<file path="src/rtl/cond_pkg.sv">
// Shared condition-code constants, NZCV bit positions and IT-block FSM states
// for the conditional-execution unit and its condition evaluator.
package cond_pkg;

  localparam logic [3:0] COND_EQ = 4'b0000;
  localparam logic [3:0] COND_NE = 4'b0001;
  localparam logic [3:0] COND_CS = 4'b0010;
  localparam logic [3:0] COND_CC = 4'b0011;
  localparam logic [3:0] COND_MI = 4'b0100;
  localparam logic [3:0] COND_PL = 4'b0101;
  localparam logic [3:0] COND_VS = 4'b0110;
  localparam logic [3:0] COND_VC = 4'b0111;
  localparam logic [3:0] COND_HI = 4'b1000;
  localparam logic [3:0] COND_LS = 4'b1001;
  localparam logic [3:0] COND_GE = 4'b1010;
  localparam logic [3:0] COND_LT = 4'b1011;
  localparam logic [3:0] COND_GT = 4'b1100;
  localparam logic [3:0] COND_LE = 4'b1101;
  localparam logic [3:0] COND_AL = 4'b1110;
  localparam logic [3:0] COND_NV = 4'b1111;

  localparam int FLAG_N = 3;
  localparam int FLAG_Z = 2;
  localparam int FLAG_C = 1;
  localparam int FLAG_V = 0;

  typedef enum logic [0:0] {
    IDLE   = 1'b0,
    IT_RUN = 1'b1
  } it_state_e;

endpackage

</file>
<file path="src/rtl/cond_eval.sv">
// Combinational ARM condition-code evaluator: decides whether cond passes
// against an NZCV flag vector. Codes 1110 and 1111 both pass unconditionally.
module cond_eval
  import cond_pkg::*;
(
  input  logic [3:0] cond,
  input  logic [3:0] flags,
  output logic       pass
);

  logic n, z, c, v;

  assign n = flags[FLAG_N];
  assign z = flags[FLAG_Z];
  assign c = flags[FLAG_C];
  assign v = flags[FLAG_V];

  always_comb begin
    pass = 1'b0;
    unique case (cond)
      COND_EQ: pass = z;
      COND_NE: pass = ~z;
      COND_CS: pass = c;
      COND_CC: pass = ~c;
      COND_MI: pass = n;
      COND_PL: pass = ~n;
      COND_VS: pass = v;
      COND_VC: pass = ~v;
      COND_HI: pass = c & ~z;
      COND_LS: pass = ~c | z;
      COND_GE: pass = (n == v);
      COND_LT: pass = (n != v);
      COND_GT: pass = ~z & (n == v);
      COND_LE: pass = z | (n != v);
      COND_AL: pass = 1'b1;
      COND_NV: pass = 1'b1;
      default: pass = 1'b0;
    endcase
  end

endmodule

</file>
<file path="src/rtl/cond_exec_unit.sv">
// Execute-stage conditional execution: NZCV flag register, condition gating of
// write/branch requests, and an IT-block sequencer with per-slot then/else mask.
module cond_exec_unit
  import cond_pkg::*;
#(
  parameter int         IT_DEPTH = 4,
  parameter logic [3:0] FLAG_RST = 4'b0000
) (
  input  logic                              CLK,
  input  logic                              RST_N,
  input  logic                              Valid,
  input  logic                              Stall,
  input  logic                              PCS,
  input  logic                              RegW,
  input  logic                              MemW,
  input  logic [1:0]                        FlagW,
  input  logic [3:0]                        Cond,
  input  logic [3:0]                        ALUFlags,
  input  logic                              ITStart,
  input  logic [3:0]                        ITCond,
  input  logic [$clog2(IT_DEPTH+1)-1:0]     ITLen,
  input  logic [IT_DEPTH-1:0]               ITMask,
  output logic                              PCSrc,
  output logic                              RegWrite,
  output logic                              MemWrite,
  output logic                              CondEx,
  output logic [3:0]                        Flags,
  output logic                              ITActive,
  output logic [$clog2(IT_DEPTH+1)-1:0]     ITLeft,
  output logic                              ITErr
);

  localparam int LW = $clog2(IT_DEPTH + 1);

  it_state_e           state;
  logic [IT_DEPTH-1:0] mask;
  logic [3:0]          it_cond;
  logic [LW-1:0]       it_left;
  logic [3:0]          flags;
  logic                it_err;

  logic       accept;
  logic       in_run;
  logic       else_slot;
  logic       len_ok;
  logic       wr_en;
  logic [3:0] eff_cond;
  logic       cond_pass;

  assign accept    = Valid & ~Stall;
  assign in_run    = (state == IT_RUN);
  assign else_slot = in_run & ~mask[0];
  assign len_ok    = (ITLen != '0) && (ITLen <= LW'(IT_DEPTH));

  // Inside an IT block the instruction's own Cond is ignored; else-slots run
  // on the inverted base condition (AL inverts to NV, which still passes).
  always_comb begin
    eff_cond = Cond;
    if (in_run)
      eff_cond = mask[0] ? it_cond : {it_cond[3:1], ~it_cond[0]};
  end

  cond_eval u_cond_eval (
    .cond  (eff_cond),
    .flags (flags),
    .pass  (cond_pass)
  );

  assign CondEx   = cond_pass;
  assign wr_en    = Valid & cond_pass & ~ITStart;
  assign PCSrc    = wr_en & PCS;
  assign RegWrite = wr_en & RegW;
  assign MemWrite = wr_en & MemW;
  assign Flags    = flags;
  assign ITActive = in_run;
  assign ITLeft   = it_left;
  assign ITErr    = it_err;

  always_ff @(posedge CLK) begin
    if (!RST_N) begin
      state   <= IDLE;
      mask    <= '0;
      it_cond <= '0;
      it_left <= '0;
      flags   <= FLAG_RST;
      it_err  <= 1'b0;
    end else begin
      it_err <= 1'b0;
      if (accept) begin
        if (cond_pass && FlagW[1]) flags[FLAG_N:FLAG_Z] <= ALUFlags[FLAG_N:FLAG_Z];
        if (cond_pass && FlagW[0]) flags[FLAG_C:FLAG_V] <= ALUFlags[FLAG_C:FLAG_V];
        if (!in_run) begin
          if (ITStart) begin
            if (len_ok) begin
              state   <= IT_RUN;
              it_left <= ITLen;
              mask    <= ITMask;
              it_cond <= ITCond;
            end else begin
              it_err <= 1'b1;
            end
          end
        end else begin
          // A nested IT consumes its slot like any other instruction.
          if (ITStart || (else_slot && it_cond == COND_AL)) it_err <= 1'b1;
          if (PCSrc) begin
            state   <= IDLE;
            it_left <= '0;
            mask    <= '0;
          end else begin
            it_left <= it_left - 1'b1;
            mask    <= mask >> 1;
            if (it_left == LW'(1)) state <= IDLE;
          end
        end
      end
    end
  end

endmodule

</file>
<file path="config.mk">
export PLATFORM = sky130hd
export DESIGN_NAME = cond_exec_unit
export DESIGN_NICKNAME = d
export VERILOG_FILES = /design/src/rtl/cond_pkg.sv /design/src/rtl/cond_eval.sv /design/src/rtl/cond_exec_unit.sv
export SDC_FILE = /design/constraint.sdc
export NUM_CORES = 1
export LEC_CHECK = 0
export ABC_AREA = 1
export BUFFER_PORTS_ARGS = -buffer_cell sky130_fd_sc_hd__buf_2
export CORE_MARGIN = 8
export CORE_UTILIZATION = 45
export CTS_BUF_LIST = sky130_fd_sc_hd__clkbuf_16
export DETAILED_ROUTE_END_ITERATION = 16
export PLACE_DENSITY_LB_ADDON = 0.15
export RECOVER_POWER = 100
export SYNTH_ARGS = -nofsm -noshare
export SYNTH_HDL_FRONTEND = slang
export SYNTH_HIERARCHICAL = 1
export SYNTH_SLANG_ARGS = --single-unit
</file>
<file path="constraint.sdc">
create_clock -name CLK -period 2.3 [get_ports CLK]
set_clock_uncertainty 0.15 [all_clocks]
set_input_delay 0 -clock CLK [delete_from_list [all_inputs] [get_ports CLK]]
set_output_delay 0 -clock CLK [all_outputs]
set_load 0.1 [all_outputs]
</file>
* Yosys cells after proc, flatten, opt, wreduce, memory -nomap -nowiden *
Index checks and enable logic that the tools add are counted.

cells by class
  add/sub/neg operators = 1
  order comparisons = 1
  eq/ne operators = 19
  muxes and demuxes = 20
  bitwise operators = 20
  reduce and logical (&&, ||, !) cells = 15

operators by type and width
  operator                                                                number
  4-bit equality test (second input constant)                             9
  4-bit by 3-bit equality test with 1-bit output (second input constant)  4
  4-bit two-way mux                                                       4
  3-bit two-way mux                                                       5
  1-bit one-hot mux with 15 select lines                                  1
  1-bit two-way mux                                                       10
  1-bit AND                                                               9
  1-bit inverter                                                          9
  4-bit by 2-bit equality test with 1-bit output (second input constant)  2
  2-bit AND reduction                                                     3
  4-bit by 1-bit equality test with 1-bit output (second input constant)  1
  1-bit logical AND                                                       4
  4-bit logical NOT                                                       1
  4-bit AND reduction                                                     1
  2-bit nonzero test                                                      2
  3-bit by 1-bit equality test with 1-bit output (second input constant)  1
  3-bit less-or-equal comparator (second input constant)                  1
  3-bit AND reduction                                                     1
  3-bit nonzero test                                                      1
  3-bit by 1-bit subtractor with 3-bit output (second input constant)     1
  1-bit bitwise OR                                                        2
  2-bit OR reduction                                                      1
  1-bit equality test                                                     1
  1-bit logical OR                                                        1
  1-bit inequality test                                                   1

storage, ports and cells
  flip-flop bits (word level) = 17
  input port bits = 29
  output and inout bits = 13
  word-level logic and storage cells = 83

* Logic depth before layout (Yosys ltp) *
Gate-level depths: netlist of the first run.

  depth after elaboration = 11
  depth in mapped cells = 17
  depth with buffers taken out = 16

* By module *
Netlist of the first run, hierarchy kept.

modules (own cells, without submodules)
  module          instances  cells each  area each (sq um)  seq. area each (sq um)
  cond_exec_unit  1          168         1024.7             340.3
  cond_eval       1          52          232.7              0.0

* Worst setup path after synthesis of the first run *
OpenSTA, ideal clock, no wires.

  kind = register to output
  from = reg state, in the netlist ITActive
  to = out MemWrite
  data arrival time = 4.224 ns
  required time = 2.150 ns
  path slack = -2.074 ns
  cell stages (with the launch flop) = 14
  buffers on the path = 1
  path through = dfxtp_1 > clkinv_1 > buf_2 > nor2_1 > a21oi_1 > nor2_1 > nand2_1 > nor2_1 > nand2_1 > nand2_1 > nor2_2 > nand4_2 > nand3_1 > nor2_1

between the ends
  longest elaborated chain between the ends = 7
  elaborated cells between the ends (all ways) = 22
  those cells by class = eq/ne (15); mux (2); bitwise (3); reduce/logical (2)

ends and longest elaborated chain
  what                                        RTL line               source
  start, declared                             cond_exec_unit.sv:35   it_state_e state;
  start signal, assigned                      cond_exec_unit.sv:81   state <= IDLE;
  start signal, assigned                      cond_exec_unit.sv:95   state <= IT_RUN;
  start signal, assigned                      cond_exec_unit.sv:107  state <= IDLE;
  4-bit two-way mux (*)                       cond_exec_unit.sv:59   if (in_run)
  via eff_cond[0]                             cond_exec_unit.sv:47   logic [3:0] eff_cond;
  4-bit equality test                         cond_eval.sv:20        unique case (cond)
  2-bit OR reduction (no source line)         -
  1-bit one-hot mux with 15 select lines (*)  cond_eval.sv:20
  via CondEx                                  cond_exec_unit.sv:26   output logic CondEx,
  1-bit AND (*) (2 in a row)                  cond_exec_unit.sv:70   assign wr_en = Valid & cond_pass & ~ITStart;
  1-bit AND (*)                               cond_exec_unit.sv:73   assign MemWrite = wr_en & MemW;
  end, declared                               cond_exec_unit.sv:25   output logic MemWrite,

Mark *: on every way through the listed nets, which the timed path passes. The rest lies on a longest branch.

* Worst setup path in the final report of the first run *
  from = reg it_cond[0]
  to = out PCSrc

between the ends
  longest elaborated chain between the ends = 9
  elaborated cells between the ends (all ways) = 24
  those cells by class = eq/ne (15); mux (3); bitwise (4); reduce/logical (2)

ends and longest elaborated chain
  what                                        RTL line              source
  start, declared                             cond_exec_unit.sv:37  logic [3:0] it_cond;
  start signal, assigned                      cond_exec_unit.sv:98  it_cond <= ITCond;
  1-bit inverter                              cond_exec_unit.sv:60  eff_cond = mask[0] ? it_cond : {it_cond[3:1], ~it_cond[0]};
  1-bit two-way mux (*)                       cond_exec_unit.sv:60
  4-bit two-way mux (*)                       cond_exec_unit.sv:59
  via eff_cond[0]                             cond_exec_unit.sv:47
  4-bit equality test                         cond_eval.sv:20
  2-bit OR reduction (no source line)         -
  1-bit one-hot mux with 15 select lines (*)  cond_eval.sv:20
  1-bit AND (*) (2 in a row)                  cond_exec_unit.sv:70
  1-bit AND (*)                               cond_exec_unit.sv:71  assign PCSrc = wr_en & PCS;
  end, declared                               cond_exec_unit.sv:23  output logic PCSrc,

Marked as above.

==> qor.txt, run 1 <==
status: finished with violations
failing checks: negative hold slack
DP HPWL: 2629 um
Mapped Avg Cell Area: 5.716 sq um
Total Wirelength: 4116 um
first-iteration detailed-routing DRC count: 184
fin. max-slew vios: 0
LEAKAGE: 0.9906 nW
CP endpoint kind: primary output
via count: 1,579
largest net degree at the start of global routing: 16
clk sinks: 17
Final Hold Fails: 1
DRC: 0
Syn Nets: 251
slowest cell delay on critical path: 0.35 ns
Initial Util: 46.40%
Critical Path Start Type: flip-flop
RSZ-0062 raised after global routing: yes
Max Cap Viol: 0
crit path DAT: 2.14 ns
First-pass DRT Iterations: 4
GRT overflow: 0
die area: 4742 sq um
crit-path max FO: 8
share of the synthesized area in the top cell type: 27.06%
routed len/inst: 12.94 um
Critical Path RT: 2.15 ns
DR top layer: met4
Worst-Margin Slew: 1.192 ns
core area: 2710 sq um
Clock Path Buffers: 2
Die Height: 68.86 um
Final TNS setup: 0 ns
peak supply drop: 0.5210 mV
worst hold-check path type: in2reg
Async S/R FF share, synth: 0%
largest area contributor in the netlist: dfxtp_1
WL met2: 2201 um
largest cells by area after synthesis: dfxtp_1, nand2_1, nor2_1, inv_1, nand3_1
Post-Layout Cell Count: 318
Tot GR Track Use: 16.60%
met3 WL post-DR: 233 um
# rows: 19
PortBufs: 41
H-tree levels: 1
Worst-Skew Late Latency: 0.25 ns
vias per cell: 4.965
Rel. slew slack: 20.89%
initial antenna violation count: 0
met1 wire length: 1633 um
synth unique cells: 24
Pwr Total: 1.023 mW
# setup viols final: 0
Slowest-stage cell, CP: dfxtp_4
crit share post-route: 99.51%
crit path kind: reg2out
dpl cells: 289
ant diodes: 0
Synth top cells by count: nand2_1, nor2_1, inv_1
FF+latch count, synth: 17
TritonCTS Buffers: 3
Detail Route Antenna Nets: 0
first-pass GRT wire length: 6216 um
Cell Pwr Density: 521.4 nW/um^2
vias in the first global route: 1,390
Tmin final: 2.289 ns
Fin Hold WS: -0.02104 ns
Die Width: 68.86 um
CTS root buffer: clkbuf_16
CTS tree: yes
synthesized instance count: 220
synthesis-to-finish area growth: 56.02%
critical-path cell list: nor2_4 > nor2_4 > a21oi_4 > inv_2 > nand3_1 > nand3_1 > nand2_1 > nand2_1 > inv_2 > nand4_4 > nand4_1 > buf_6 > clkinvlp_4 > buf_12
share of cells above drive strength 1: 26.13%
Max Freq: 0.4369 GHz
number of warnings issued by yosys: 6
register area share after synthesis: 27.06%
clk slew on worst S/H paths: 0.05 ns
Final nets: 319
top-count cell post-synth: nand2_1
number of enable flip-flop cells after synthesis: 0
io pins: 42
Most used DFF post-synth: dfxtp_1
Mapped Area: 1257 sq um
RD Place Congestion: 0.9626
[routing by layer]
layer | vias to the layer above | global-route usage (%)
met3 | 6 | 3.554
met5 | - | 0
met1 | 706 | 20.34
met4 | 0 | 2.256
met2 | 52 | 29.57
li1 | 815 | -
[path summary, 6_finish.rpt]
path                   start  cells after the start       end  slack [ns]
setup / recovery  it_cond[0]                     14     PCSrc        0.01
hold / removal      FlagW[1]                      4  Flags[2]       -0.02
setup reg to reg  it_cond[0]                     16  Flags[0]        0.03
hold reg to reg      mask[3]                      2   mask[3]        0.33
[layout make-up]
cell class	instances	area, sq um
clock inverter	1	5.005
inverter	35	141.4
multi-input combinational	163	838.3
sequential	17	351.6
clock buffer	3	75.07
tap	31	38.79
timing repair buffer	68	511.7
fill	243	748.2
[state kept, by name, indices dropped and copies added, names as in the netlist]
signal and flops:
ITLeft 3, it_cond 4, ITActive 1, ITErr 1, Flags 4, mask 4
[cell families (layout without fill, tap and decap cells)]
kind of cell | count (synthesis) | in the layout | share of synthesized area (%)
AOI/OAI and AO/OA | 16 | 16 | 6.567
xor gates and xnor gates | 1 | 1 | 0.6966
adders and majority gates | 2 | 2 | 1.990
buffers and inverters | 40 | 107 | 13.63
DFF | 17 | 17 | 27.06
and+or+nand+nor | 144 | 144 | 50.05
[stage by stage]
stage	util [%]	setup WS [ns]	instance area, sq um	hold slack (ns)
floorplan	-	-0.6212	1335	-0.02173
global route	72.39	-0.1134	1962	0.02885
finish	72.39	0.01134	1962	-0.02104
detailed placement	59.33	0.07317	1608	0.1148
global placement	59.33	0.08723	1608	0.1105
CTS	70.54	0.01812	1912	0.01427
[cells in the final DEF (no fill, tap or decap), types with 3 or more instances in the layout]
master	netlist	routed
dlygate4sd3_1	0	21
nor2_4	1	8
nand2_2	2	5
nand3_1	20	17
clkbuf_1	0	10
dfxtp_2	0	3
dfxtp_1	17	12
clkbuf_16	0	3
a21oi_1	10	7
nor2_1	39	33
o21ai_1	1	3
nand3_2	1	4
inv_2	1	3
nand4_1	7	7
inv_1	31	28
nand2_1	68	66
buf_12	0	4
buf_4	1	5
buf_2	2	27
[critical path, delay by kind of cell, from the launching register on]
family                 cells  cell delay [ns]
AOI/OAI and AO/OA          1             0.25
buffers and inverters      5             0.56
DFF                        1             0.35
and+or+nand+nor            8             0.73
[what timing repair did]
item                                   4_1_cts  5_1_grt
resized for setup                            2       17
endpoints found under the hold margin       15        0
hold buffers                                21        0
setup endpoints to repair                    3       10
setup buffers                                1        3
pin swaps                                    3        5
[power by group]
part	leakage [nW]	internal [mW]	total, mW	switching [mW]
logic	0.809	0.129	0.351	0.223
registers	0.141	0.306	0.319	0.0128
clock network	0.0409	0.233	0.353	0.120
Power figures use the tool's default switching activity.
==> inputs of run 2 (changes only) <==
--- a/config.mk
+++ b/config.mk
@@ -7,8 +7,11 @@
 export LEC_CHECK = 0
 export ABC_AREA = 1
 export BUFFER_PORTS_ARGS = -buffer_cell sky130_fd_sc_hd__buf_2
+export CELL_PAD_IN_SITES_DETAIL_PLACEMENT = 1
+export CELL_PAD_IN_SITES_GLOBAL_PLACEMENT = 1
+export CORE_ASPECT_RATIO = 1.2
 export CORE_MARGIN = 8
-export CORE_UTILIZATION = 45
+export CORE_UTILIZATION = 29
 export CTS_BUF_LIST = sky130_fd_sc_hd__clkbuf_16
 export DETAILED_ROUTE_END_ITERATION = 16
 export PLACE_DENSITY_LB_ADDON = 0.15
==> qor.txt, run 2 (same netlist as run 1, synthesis figures left out) <==
CTS tree: yes
pre-CTS setup slack: 0.07305 ns (-0.0001191 ns)
vias in the first global route: 1,654 (+19%)
Cell Pwr Density: 516.5 nW/um^2 (-0.94%)
crit path DAT: 2.10 ns (-0.04 ns)
fin. max-slew vios: 0 (unchanged)
Clk pwr share: 35.8% (+1.3 points)
initial antenna violation count: 0 (unchanged)
Hold Startpoint: FlagW[1]
crit-path max FO: 8 (unchanged)
TritonCTS Buffers: 3 (unchanged)
Critical Path RT: 2.15 ns (about the same)
synthesis-to-finish area growth: 59.01%
first-pass GRT wire length: 7783 um (+25%)
# rows: 26 (+7)
via count: 1,578 (-0.063%)
Final Hold Fails: 0 (-1)
commonest cells after routing, fill and taps aside: nand2_1, nor2_1, inv_1, buf_2, dlygate4sd3_1
Worst-Skew Late Latency: 0.26 ns (about the same)
Final nets: 321 (+0.63%)
Post-Layout Cell Count: 345 (+8.5%)
RD Place Congestion: 0.8117 (-16%)
Detail Route Antenna Nets: 0 (unchanged)
core area: 4229 sq um (+56%)
first-iteration detailed-routing DRC count: 39 (-79%)
Max Cap Viol: 0 (unchanged)
RSZ-0062 raised after global routing: yes
die area: 6708 sq um (+41%)
status: completed
crit share post-route: 97.89% (-1.6 points)
fin worst setup slack: 0.04863 ns (+0.03730 ns)
clk slew on worst S/H paths: 0.06 ns (about the same)
io pins: 42 (unchanged)
dpl cells: 317 (+9.7%)
Worst-Margin Slew: 1.167 ns (-0.02469 ns)
# setup viols final: 0 (unchanged)
Initial Util: 29.73% (-17 points)
Rel. slew slack: 22.53% (+1.6 points)
H-tree levels: 1 (unchanged)
CTS root buffer: clkbuf_16
Reg power frac: 30.9% (-0.3 points)
vias per cell: 4.574 (-7.9%)
CP Launch Point: it_cond[0]
Clock Path Buffers: 2 (unchanged)
worst hold-check path type: in2reg
GRT overflow: 0 (unchanged)
LEAKAGE: 0.9966 nW (+0.61%)
DP HPWL: 3264 um (+24%)
Total Wirelength: 4761 um (+16%)
clk sinks: 17 (unchanged)
NetSw: 0.3659 mW (+3.0%)
PortBufs: 41 (unchanged)
crit path kind: reg2out
most common cell after layout, fill and taps aside: nand2_1
largest net degree at the start of global routing: 16 (unchanged)
Tmin final: 2.251 ns (-0.03730 ns)
CP endpoint kind: primary output
First-pass DRT Iterations: 4 (unchanged)
ant diodes: 0 (unchanged)
DRC: 0 (unchanged)
Die Width: 76.11 um (+11%)
share of cells above drive strength 1: 26.30% (+0.17 points)
routed len/inst: 13.80 um (+6.6%)
Tot GR Track Use: 14.09% (-2.5 points)
Logic pwr share: 33.3% (-1.0 points)
Die Height: 88.14 um (+28%)
Max Freq: 0.4442 GHz (+1.7%)
Reg2Reg Launch Point: it_cond[0]
Internal: 0.6668 mW (-0.14%)
Sw Share: 35.43% (+0.71 points)
peak supply drop: 0.2089 mV (-60%)
Critical Path Start Type: flip-flop
run 2: cell types whose count changed in the layout (fill, tap and decap cells not counted), sizes merged:
| cell | change |
|---|---|
| clkinvlp | +1 |
| clkinv | -1 |
| buf | +2 |
run 2: worst paths after layout:
check | endpoint | slack, ns | depth (start not counted)
setup / recovery | PCSrc | 0.05 | 15
setup reg to reg | Flags[2] | 0.16 | 15
hold / removal | Flags[3] | 0.01 | 4
hold reg to reg | mask[3] | 0.34 | 2
run 2: per-stage QoR:
| step | TNS (ns) | hold WS [ns] | total power, mW | util (%) | cell area [sq um] |
|---|---|---|---|---|---|
| 2_1_floorplan | -5.328 | -0.02173 | 0.5355 | - | 1335 |
| 3_3_place_gp | 0 | 0.1046 | 0.6268 | 39.29 | 1662 |
| 3_5_place_dp | 0 | 0.1116 | 0.6292 | 39.29 | 1662 |
| 4_1_cts | 0 | 0.01739 | 1.028 | 46.63 | 1972 |
| 5_1_grt | -0.1067 | 0.1125 | 1.078 | 47.28 | 1999 |
| 6_report | 0 | 0.01465 | 1.033 | 47.28 | 1999 |
run 2: repair_timing:
action                                 4_1_cts  5_1_grt
pin swaps                                    2        6
hold buffers                                21        0
setup buffers                                2        1
endpoints found under the hold margin       15        0
resized for setup                            1       16
setup endpoints to repair                    3       13
run 2: power by group through the flow:
stage	combinational (mW)	clock [mW]	sequential, mW
6_report	0.344	0.370	0.319
4_1_cts	0.337	0.372	0.319
5_1_grt	0.374	0.384	0.321
3_3_place_gp	0.302	0	0.325
3_5_place_dp	0.304	0	0.325
2_1_floorplan	0.164	0	0.371
run 2: metal layers:
metal | GRT usage [%] | vias up | part of all wire, %
met3 | 2.361 | 7 | 2.7
met2 | 25.82 | 22 | 53
li1 | - | 816 | -
met4 | 5.604 | 0 | 1.7
met1 | 15.92 | 733 | 42
met5 | 0 | - | 0
run 2: layout make-up:
class                   instances  area (sq um)
fillers                       584          2230
multi-input cells             163         822.0
repair buffers                 70         530.5
flip-flops and latches         17         352.8
inverters                      35         141.4
clock buffers                   3         75.07
well taps                      56         70.07
clock inverters                 1         7.507
run 2: critical path, stage by stage (launching register included):
cell and delay (ns):
dfxtp_4 0.36, nor2_4 0.13, nor2_4 0.06, a21oi_4 0.21, inv_1 0.09, nor2_2 0.11
nand2_1 0.06, nand2_1 0.06, nand2_1 0.05, nand2_1 0.07, nor2_2 0.05, nand4_4 0.07
nand4_1 0.12, buf_6 0.16, clkinvlp_4 0.09, buf_12 0.17
